**src/rtl/exec_stage.sv**
```systemverilog
// Y86-64 execute stage: operand select, ALU, condition codes, jXX/cmovXX evaluation and E->M latch.
// Optional shift-add multiplier (OPQ/IOPQ ifun 4) is built when ALU_MUL_EN is defined.
module exec_stage #(
  parameter int unsigned DATA_W = 64,
  parameter logic [3:0]  RNONE  = 4'hF
) (
  input  logic              clk_i,
  input  logic              rst_i,
  input  logic [3:0]        e_icode_i,
  input  logic [3:0]        e_ifun_i,
  input  logic [DATA_W-1:0] e_valC_i,
  input  logic [DATA_W-1:0] e_valA_i,
  input  logic [DATA_W-1:0] e_valB_i,
  input  logic [3:0]        e_dstE_i,
  input  logic [3:0]        e_dstM_i,
  input  logic              set_cc_i,
  input  logic              m_stall_i,
  input  logic              m_bubble_i,
  output logic              busy_o,
  output logic              e_cnd_o,
  output logic [3:0]        m_icode_o,
  output logic              m_cnd_o,
  output logic [DATA_W-1:0] m_valE_o,
  output logic [DATA_W-1:0] m_valA_o,
  output logic [3:0]        m_dstE_o,
  output logic [3:0]        m_dstM_o
);

  localparam logic [3:0] I_NOP    = 4'h1;
  localparam logic [3:0] I_CXX    = 4'h2;
  localparam logic [3:0] I_IRMOVQ = 4'h3;
  localparam logic [3:0] I_RMMOVQ = 4'h4;
  localparam logic [3:0] I_MRMOVQ = 4'h5;
  localparam logic [3:0] I_OPQ    = 4'h6;
  localparam logic [3:0] I_JXX    = 4'h7;
  localparam logic [3:0] I_CALL   = 4'h8;
  localparam logic [3:0] I_RET    = 4'h9;
  localparam logic [3:0] I_PUSHQ  = 4'hA;
  localparam logic [3:0] I_POPQ   = 4'hB;
  localparam logic [3:0] I_IOPQ   = 4'hC;
  localparam logic [3:0] F_ADD    = 4'h0;
  localparam logic [3:0] F_SUB    = 4'h1;
  localparam logic [3:0] F_AND    = 4'h2;
  localparam logic [3:0] F_XOR    = 4'h3;
  localparam int unsigned MSB     = DATA_W - 1;
  localparam logic [DATA_W-1:0] STK_DEC = {{(DATA_W-4){1'b1}}, 4'h8};
  localparam logic [DATA_W-1:0] STK_INC = DATA_W'(8);

  logic [DATA_W-1:0] alu_a, alu_b, val_e;
  logic [3:0]        fun, dst_e_sel;
  logic              is_op, alu_ok, of_flag;
  logic [2:0]        cc_q, cc_new;
  logic              cc_we, mul_start, mul_emit;
  logic [3:0]        src_icode, src_dst_e, src_dst_m;
  logic              src_cnd;
  logic [DATA_W-1:0] src_val_e, src_val_a;

  assign is_op  = (e_icode_i == I_OPQ) || (e_icode_i == I_IOPQ);
  assign fun    = is_op ? e_ifun_i : F_ADD;
  assign alu_ok = (fun <= F_XOR);

  // Operand selection
  always_comb begin
    alu_a = '0;
    alu_b = '0;
    case (e_icode_i)
      I_CXX, I_OPQ:                         alu_a = e_valA_i;
      I_IRMOVQ, I_IOPQ, I_RMMOVQ, I_MRMOVQ: alu_a = e_valC_i;
      I_CALL, I_PUSHQ:                      alu_a = STK_DEC;
      I_RET, I_POPQ:                        alu_a = STK_INC;
      default:                              alu_a = '0;
    endcase
    case (e_icode_i)
      I_RMMOVQ, I_MRMOVQ, I_OPQ, I_IOPQ,
      I_CALL, I_PUSHQ, I_RET, I_POPQ:       alu_b = e_valB_i;
      default:                              alu_b = '0;
    endcase
  end

  // ALU computes aluB OP aluA
  always_comb begin
    val_e   = '0;
    of_flag = 1'b0;
    case (fun)
      F_ADD: begin
        val_e   = alu_b + alu_a;
        of_flag = (alu_a[MSB] == alu_b[MSB]) && (val_e[MSB] != alu_a[MSB]);
      end
      F_SUB: begin
        val_e   = alu_b - alu_a;
        of_flag = (alu_b[MSB] != alu_a[MSB]) && (val_e[MSB] != alu_b[MSB]);
      end
      F_AND:   val_e = alu_b & alu_a;
      F_XOR:   val_e = alu_b ^ alu_a;
      default: val_e = '0;
    endcase
  end

  // Condition evaluation against the CC as of the start of this cycle
  always_comb begin
    e_cnd_o = 1'b0;
    if ((e_icode_i == I_JXX) || (e_icode_i == I_CXX)) begin
      case (e_ifun_i)
        4'h0:    e_cnd_o = 1'b1;
        4'h1:    e_cnd_o = (cc_q[1] ^ cc_q[0]) | cc_q[2];
        4'h2:    e_cnd_o = cc_q[1] ^ cc_q[0];
        4'h3:    e_cnd_o = cc_q[2];
        4'h4:    e_cnd_o = ~cc_q[2];
        4'h5:    e_cnd_o = ~(cc_q[1] ^ cc_q[0]);
        4'h6:    e_cnd_o = ~(cc_q[1] ^ cc_q[0]) & ~cc_q[2];
        default: e_cnd_o = 1'b0;
      endcase
    end
  end

  assign dst_e_sel = ((e_icode_i == I_CXX) && !e_cnd_o) ? RNONE : e_dstE_i;

`ifdef ALU_MUL_EN
  localparam logic [3:0]  F_MUL = 4'h4;
  localparam int unsigned CNT_W = $clog2(DATA_W);

  typedef enum logic [1:0] {S_IDLE, S_MUL, S_DONE} state_t;
  state_t              state_q, state_d;
  logic [2*DATA_W-1:0] prod_q, mcand_q;
  logic [DATA_W-1:0]   mplier_q, sv_val_a;
  logic [CNT_W-1:0]    cnt_q;
  logic [3:0]          sv_icode, sv_dst_e, sv_dst_m;

  assign mul_start = (state_q == S_IDLE) && is_op && (e_ifun_i == F_MUL) && !m_stall_i && !m_bubble_i;
  assign mul_emit  = (state_q == S_DONE) && !m_stall_i;

  always_ff @(posedge clk_i) begin
    if (rst_i) state_q <= S_IDLE;
    else       state_q <= state_d;
  end

  always_comb begin
    state_d = state_q;
    case (state_q)
      S_IDLE:  if (mul_start) state_d = S_MUL;
      S_MUL:   if (!m_stall_i && (cnt_q == CNT_W'(1))) state_d = S_DONE;
      S_DONE:  if (!m_stall_i) state_d = S_IDLE;
      default: state_d = S_IDLE;
    endcase
  end

  // Busy covers the result cycle too, so the instruction behind the multiply is held upstream
  always_comb begin
    busy_o = (state_q != S_IDLE);
  end

  // Bit 0 is folded in at entry; the remaining DATA_W-1 bits take one MUL cycle each
  always_ff @(posedge clk_i) begin
    if (rst_i) begin
      prod_q   <= '0;
      mcand_q  <= '0;
      mplier_q <= '0;
      cnt_q    <= '0;
      sv_icode <= I_NOP;
      sv_val_a <= '0;
      sv_dst_e <= RNONE;
      sv_dst_m <= RNONE;
    end else if (mul_start) begin
      mcand_q  <= {{(DATA_W-1){1'b0}}, alu_b, 1'b0};
      mplier_q <= {1'b0, alu_a[MSB:1]};
      prod_q   <= alu_a[0] ? {{DATA_W{1'b0}}, alu_b} : '0;
      cnt_q    <= CNT_W'(DATA_W - 1);
      sv_icode <= e_icode_i;
      sv_val_a <= e_valA_i;
      sv_dst_e <= e_dstE_i;
      sv_dst_m <= e_dstM_i;
    end else if ((state_q == S_MUL) && !m_stall_i) begin
      if (mplier_q[0]) prod_q <= prod_q + mcand_q;
      mcand_q  <= mcand_q << 1;
      mplier_q <= mplier_q >> 1;
      cnt_q    <= cnt_q - CNT_W'(1);
    end
  end
`else
  assign busy_o    = 1'b0;
  assign mul_start = 1'b0;
  assign mul_emit  = 1'b0;
`endif

  // Latch source and CC update: the live instruction, or the finished multiply
  always_comb begin
    src_icode = e_icode_i;
    src_cnd   = e_cnd_o;
    src_val_e = val_e;
    src_val_a = e_valA_i;
    src_dst_e = dst_e_sel;
    src_dst_m = e_dstM_i;
    cc_new    = {(val_e == '0), val_e[MSB], of_flag};
    cc_we     = is_op && alu_ok && set_cc_i && !m_stall_i && !m_bubble_i && !busy_o;
`ifdef ALU_MUL_EN
    if (state_q == S_DONE) begin
      src_icode = sv_icode;
      src_cnd   = 1'b0;
      src_val_e = prod_q[MSB:0];
      src_val_a = sv_val_a;
      src_dst_e = sv_dst_e;
      src_dst_m = sv_dst_m;
      cc_new    = {(prod_q[MSB:0] == '0), prod_q[MSB], |prod_q[2*DATA_W-1:DATA_W]};
      cc_we     = mul_emit && set_cc_i;
    end
`endif
  end

  always_ff @(posedge clk_i) begin
    if (rst_i)      cc_q <= 3'b100;
    else if (cc_we) cc_q <= cc_new;
  end

  // E->M latch: stall holds; a finishing multiply always lands; otherwise bubble or load
  always_ff @(posedge clk_i) begin
    if (rst_i) begin
      m_icode_o <= I_NOP;
      m_cnd_o   <= 1'b0;
      m_valE_o  <= '0;
      m_valA_o  <= '0;
      m_dstE_o  <= RNONE;
      m_dstM_o  <= RNONE;
    end else if (!m_stall_i) begin
      if (mul_emit || !(m_bubble_i || busy_o || mul_start)) begin
        m_icode_o <= src_icode;
        m_cnd_o   <= src_cnd;
        m_valE_o  <= src_val_e;
        m_valA_o  <= src_val_a;
        m_dstE_o  <= src_dst_e;
        m_dstM_o  <= src_dst_m;
      end else begin
        m_icode_o <= I_NOP;
        m_cnd_o   <= 1'b0;
        m_valE_o  <= '0;
        m_valA_o  <= '0;
        m_dstE_o  <= RNONE;
        m_dstM_o  <= RNONE;
      end
    end
  end

endmodule

```
**config.mk**
```make
export PLATFORM = sky130hd
export DESIGN_NAME = exec_stage
export DESIGN_NICKNAME = d
export VERILOG_FILES = /design/src/rtl/exec_stage.sv
export SDC_FILE = /design/constraint.sdc
export NUM_CORES = 1
export LEC_CHECK = 0
export ABC_CLOCK_PERIOD_IN_PS = 13300
export CORE_MARGIN = 3
export CORE_UTILIZATION = 35
export DETAILED_ROUTE_END_ITERATION = 8
export PLACE_DENSITY = 0.63
export SYNTH_ARGS = -nofsm -noshare
export SYNTH_HDL_FRONTEND = slang
export SYNTH_SLANG_ARGS = --single-unit
export TNS_END_PERCENT = 50
```
**constraint.sdc**
```tcl
create_clock -name clk_i -period 13.3 [get_ports clk_i]
set_clock_uncertainty 0.2 [all_clocks]
set_input_delay 2.66 -clock clk_i [delete_from_list [all_inputs] [get_ports clk_i]]
set_output_delay 2.66 -clock clk_i [all_outputs]
set_load 0.01 [all_outputs]
```
==> flow_summary.json <==
{
  "synthArstFlopShare": 0,
  "syn_area_mm2": 0.0171,
  "antenna_found_initial": 6,
  "synth-adder-area-share": 0.0955,
  "final-setup-viol-count": 0,
  "cts-resized-gates": 0,
  "via_per_inst": 6.46,
  "worstPathRequired_ns": 13.55,
  "internal_power_mw": 1.10,
  "final.period_utilization": 0.766,
  "layout-drive-gt1-share": 0.0403,
  "synth_edf_count": 0,
  "synthDistinctLibCells": 91,
  "synth_most_common_cell": "nor2_1",
  "slew_headroom": 0.107,
  "synth_top_family_by_area": "compound AO/OA/AOI/OAI gates",
  "cts_buffers": 17,
  "io_pins": 356,
  "pwr-share-seq": 0.231,
  "synthTopCellsByArea": "dfxtp_1, ha_1, a21oi_1",
  "whs_ns": 0.270,
  "cts_hold_buf": 0,
  "yosysSeqAreaShare": 0.169,
  "clockRootBuffer": "clkbuf_16",
  "grt-ovfl-total": 0,
  "grt_pass1_vias": 20400,
  "fin_util": 0.448,
  "synthTopCellsByCount": "nor2_1, a21oi_1, nand2_1",
  "post-route-cell-area_mm2": 0.0215,
  "p_total_mw": 2.02,
  "p_comb_frac": 0.520,
  "clkPwrFrac": 0.249,
  "power_leakage_nw": 8.84,
  "yosysTopAreaCell": "dfxtp_1",
  "syn_nets": 2869,
  "drv_slew": 0,
  "placed_area_mm2": 0.0209,
  "fin_setup_tns_ns": 0,
  "clk_pin_slew_ns": 0.09,
  "post_cts_buffers": 0,
  "synthMuxAreaShare": 0.00719,
  "grt_max_degree": 80,
  "vias": 21800,
  "crit_type": "in2reg",
  "h-tree-depth": 4,
  "rsz0062_at_grt": "no",
  "yosysWarnings": 0,
  "critPathArrivalTime_ns": 10.44,
  "layout-area-overhead-vs-synth_pct": 26.0,
  "fillers": 4925,
  "rows": 80,
  "core-area_mm2": 0.0479,
  "maxCapViolCount": 0,
  "die_w_um": 227,
  "synth_top_area_frac": 0.169,
  "register_area_mm2": 0.00288,
  "dieArea_mm2": 0.0514,
  "fmax_ghz": 0.0981,
  "p_per_area_mw_per_mm2": 93.8,
  "multiInputGateArea_mm2": 0.0130,
  "start_util": 0.356,
  "synth-xor-area-share": 0.00822,
  "yosys_register_bits": 144,
  "tightest_slew_ns": 1.34,
  "firstDrtPassIters": 6,
  "synth-compound-area-share": 0.361,
  "portBuffers": 354,
  "insertion_delay_ns": 0.50,
  "synth-main-ff-cell": "dfxtp_1",
  "ir_worst_vdd_mv": 0.0867,
  "start_kind": "primary input",
  "wl_per_cell_um": 27.6,
  "period_needed_ns": 10.19,
  "grt_pass1_wl_um": 134000,
  "dp_hpwl_um": 72100,
  "drt_iter0_markers": 2380,
  "syn_inst": 2527,
  "synth-simple-area-share": 0.286,
  "fp.dieH_um": 227,
  "synth_area_per_cell_um2": 6.75,
  "worstPathMaxFanout": 35,
  "place_inst": 3337,
  "ant_nets": 0,
  "fin_ws_ns": 3.11,
  "cts_tree": "yes",
  "drc": 0,
  "status": "complete, no violations",
  "track_usage": 0.350,
  "power.switching_mw": 0.912,
  "nNetsFinal": 3083,
  "cts_sinks": 144,
  "wl_um": 93100,
  "netSwitchingFraction": 0.452,
  "hold_class": "reg2reg",
  "fin_cells": 3369,
  "dp_slack_ns": 2.77,
  "cp-end-kind": "register",
  "finalWeightedCongestion": 0.999,
  "cts_buffer_depth": 2,
  "hold_viol": 0
}
==> metal layers <==
metal	vias up	routed length (um)	track usage
met5	-	75	0
met4	10	2920	0.114
met3	172	11400	0.112
met2	1373	38800	0.519
met1	10400	39900	0.479
li1	9795	-	-
==> kinds of logic after synthesis <==
kind of cell | count (synthesis)
other cells | 1
xor+xnor | 16
buf+inv | 323
fa+ha+maj | 129
simple gates | 988
flops | 144
mux | 12
compound gates | 914
==> worst max-delay path: stages <==
cell and delay, ns:
clkdlybuf4s50_1 0.69, nand2b_1 0.37, nand2_1 0.16, a21oi_4 0.82, buf_4 0.43, and2_1 0.21
ha_1 0.35, nand2_1 0.08, o21ai_0 0.58, nand3_1 0.29, a211oi_1 0.55, o21bai_1 0.28
o21ai_0 0.42, o211ai_1 0.14, a221oi_1 0.46, o2111ai_1 0.25, or4_1 0.57, or4_1 0.44
nor4_2 0.46, a221o_1 0.20
==> power by group through the flow <==
stage               clock network (mW)  logic, mW  registers, mW
floorplan                            0      0.615          0.482
global placement                     0       1.01          0.473
detailed placement                   0       1.01          0.474
CTS                              0.515       1.01          0.465
global route                     0.527       1.12          0.467
finish                           0.503       1.05          0.465
==> cells in the final DEF, fill, tap and decap left out, types with 24 or more instances in the layout <==
cell type,instances
clkdlybuf4s50_1,351
nor2_1,294
a21oi_1,278
nand2_1,218
dfxtp_1,144
inv_1,135
ha_1,127
o21ai_0,120
and3_1,84
and2_1,72
a221oi_1,66
nand3_1,54
nor3_1,54
a22oi_1,47
o211ai_1,46
a21o_1,40
nor2b_1,37
a31oi_1,31
o21bai_1,30
nand4_1,29
a211oi_1,28
nor4_1,28
buf_4,28
o21a_1,24
o31ai_1,24
==> state kept, by name (all words and copies together) (netlist names) <==
name	flops
cc_q	3
m_cnd_o	1
m_dstE_o	4
m_dstM_o	4
m_icode_o	4
m_valA_o	64
m_valE_o	64
==> worst paths after layout <==
kind,start,to,slack (ns),depth (start not counted)
min,m_valE_o[55],m_valE_o[55],0.27,2
max,e_icode_i[3],cc_q[2],3.11,20
max reg2reg,cc_q[0],m_dstE_o[2],10.94,6
min reg2reg,m_valE_o[55],m_valE_o[55],0.27,2
==> layout make-up <==
type	count	share of cell area
antenna	1	0.000116
multi-input combinational	2060	0.605
clock inverter	10	0.00606
timing repair buffer	380	0.174
clock buffer	21	0.0210
tap	615	0.0358
inverter	138	0.0241
sequential	144	0.134
(Power assumes the default switching activity.)
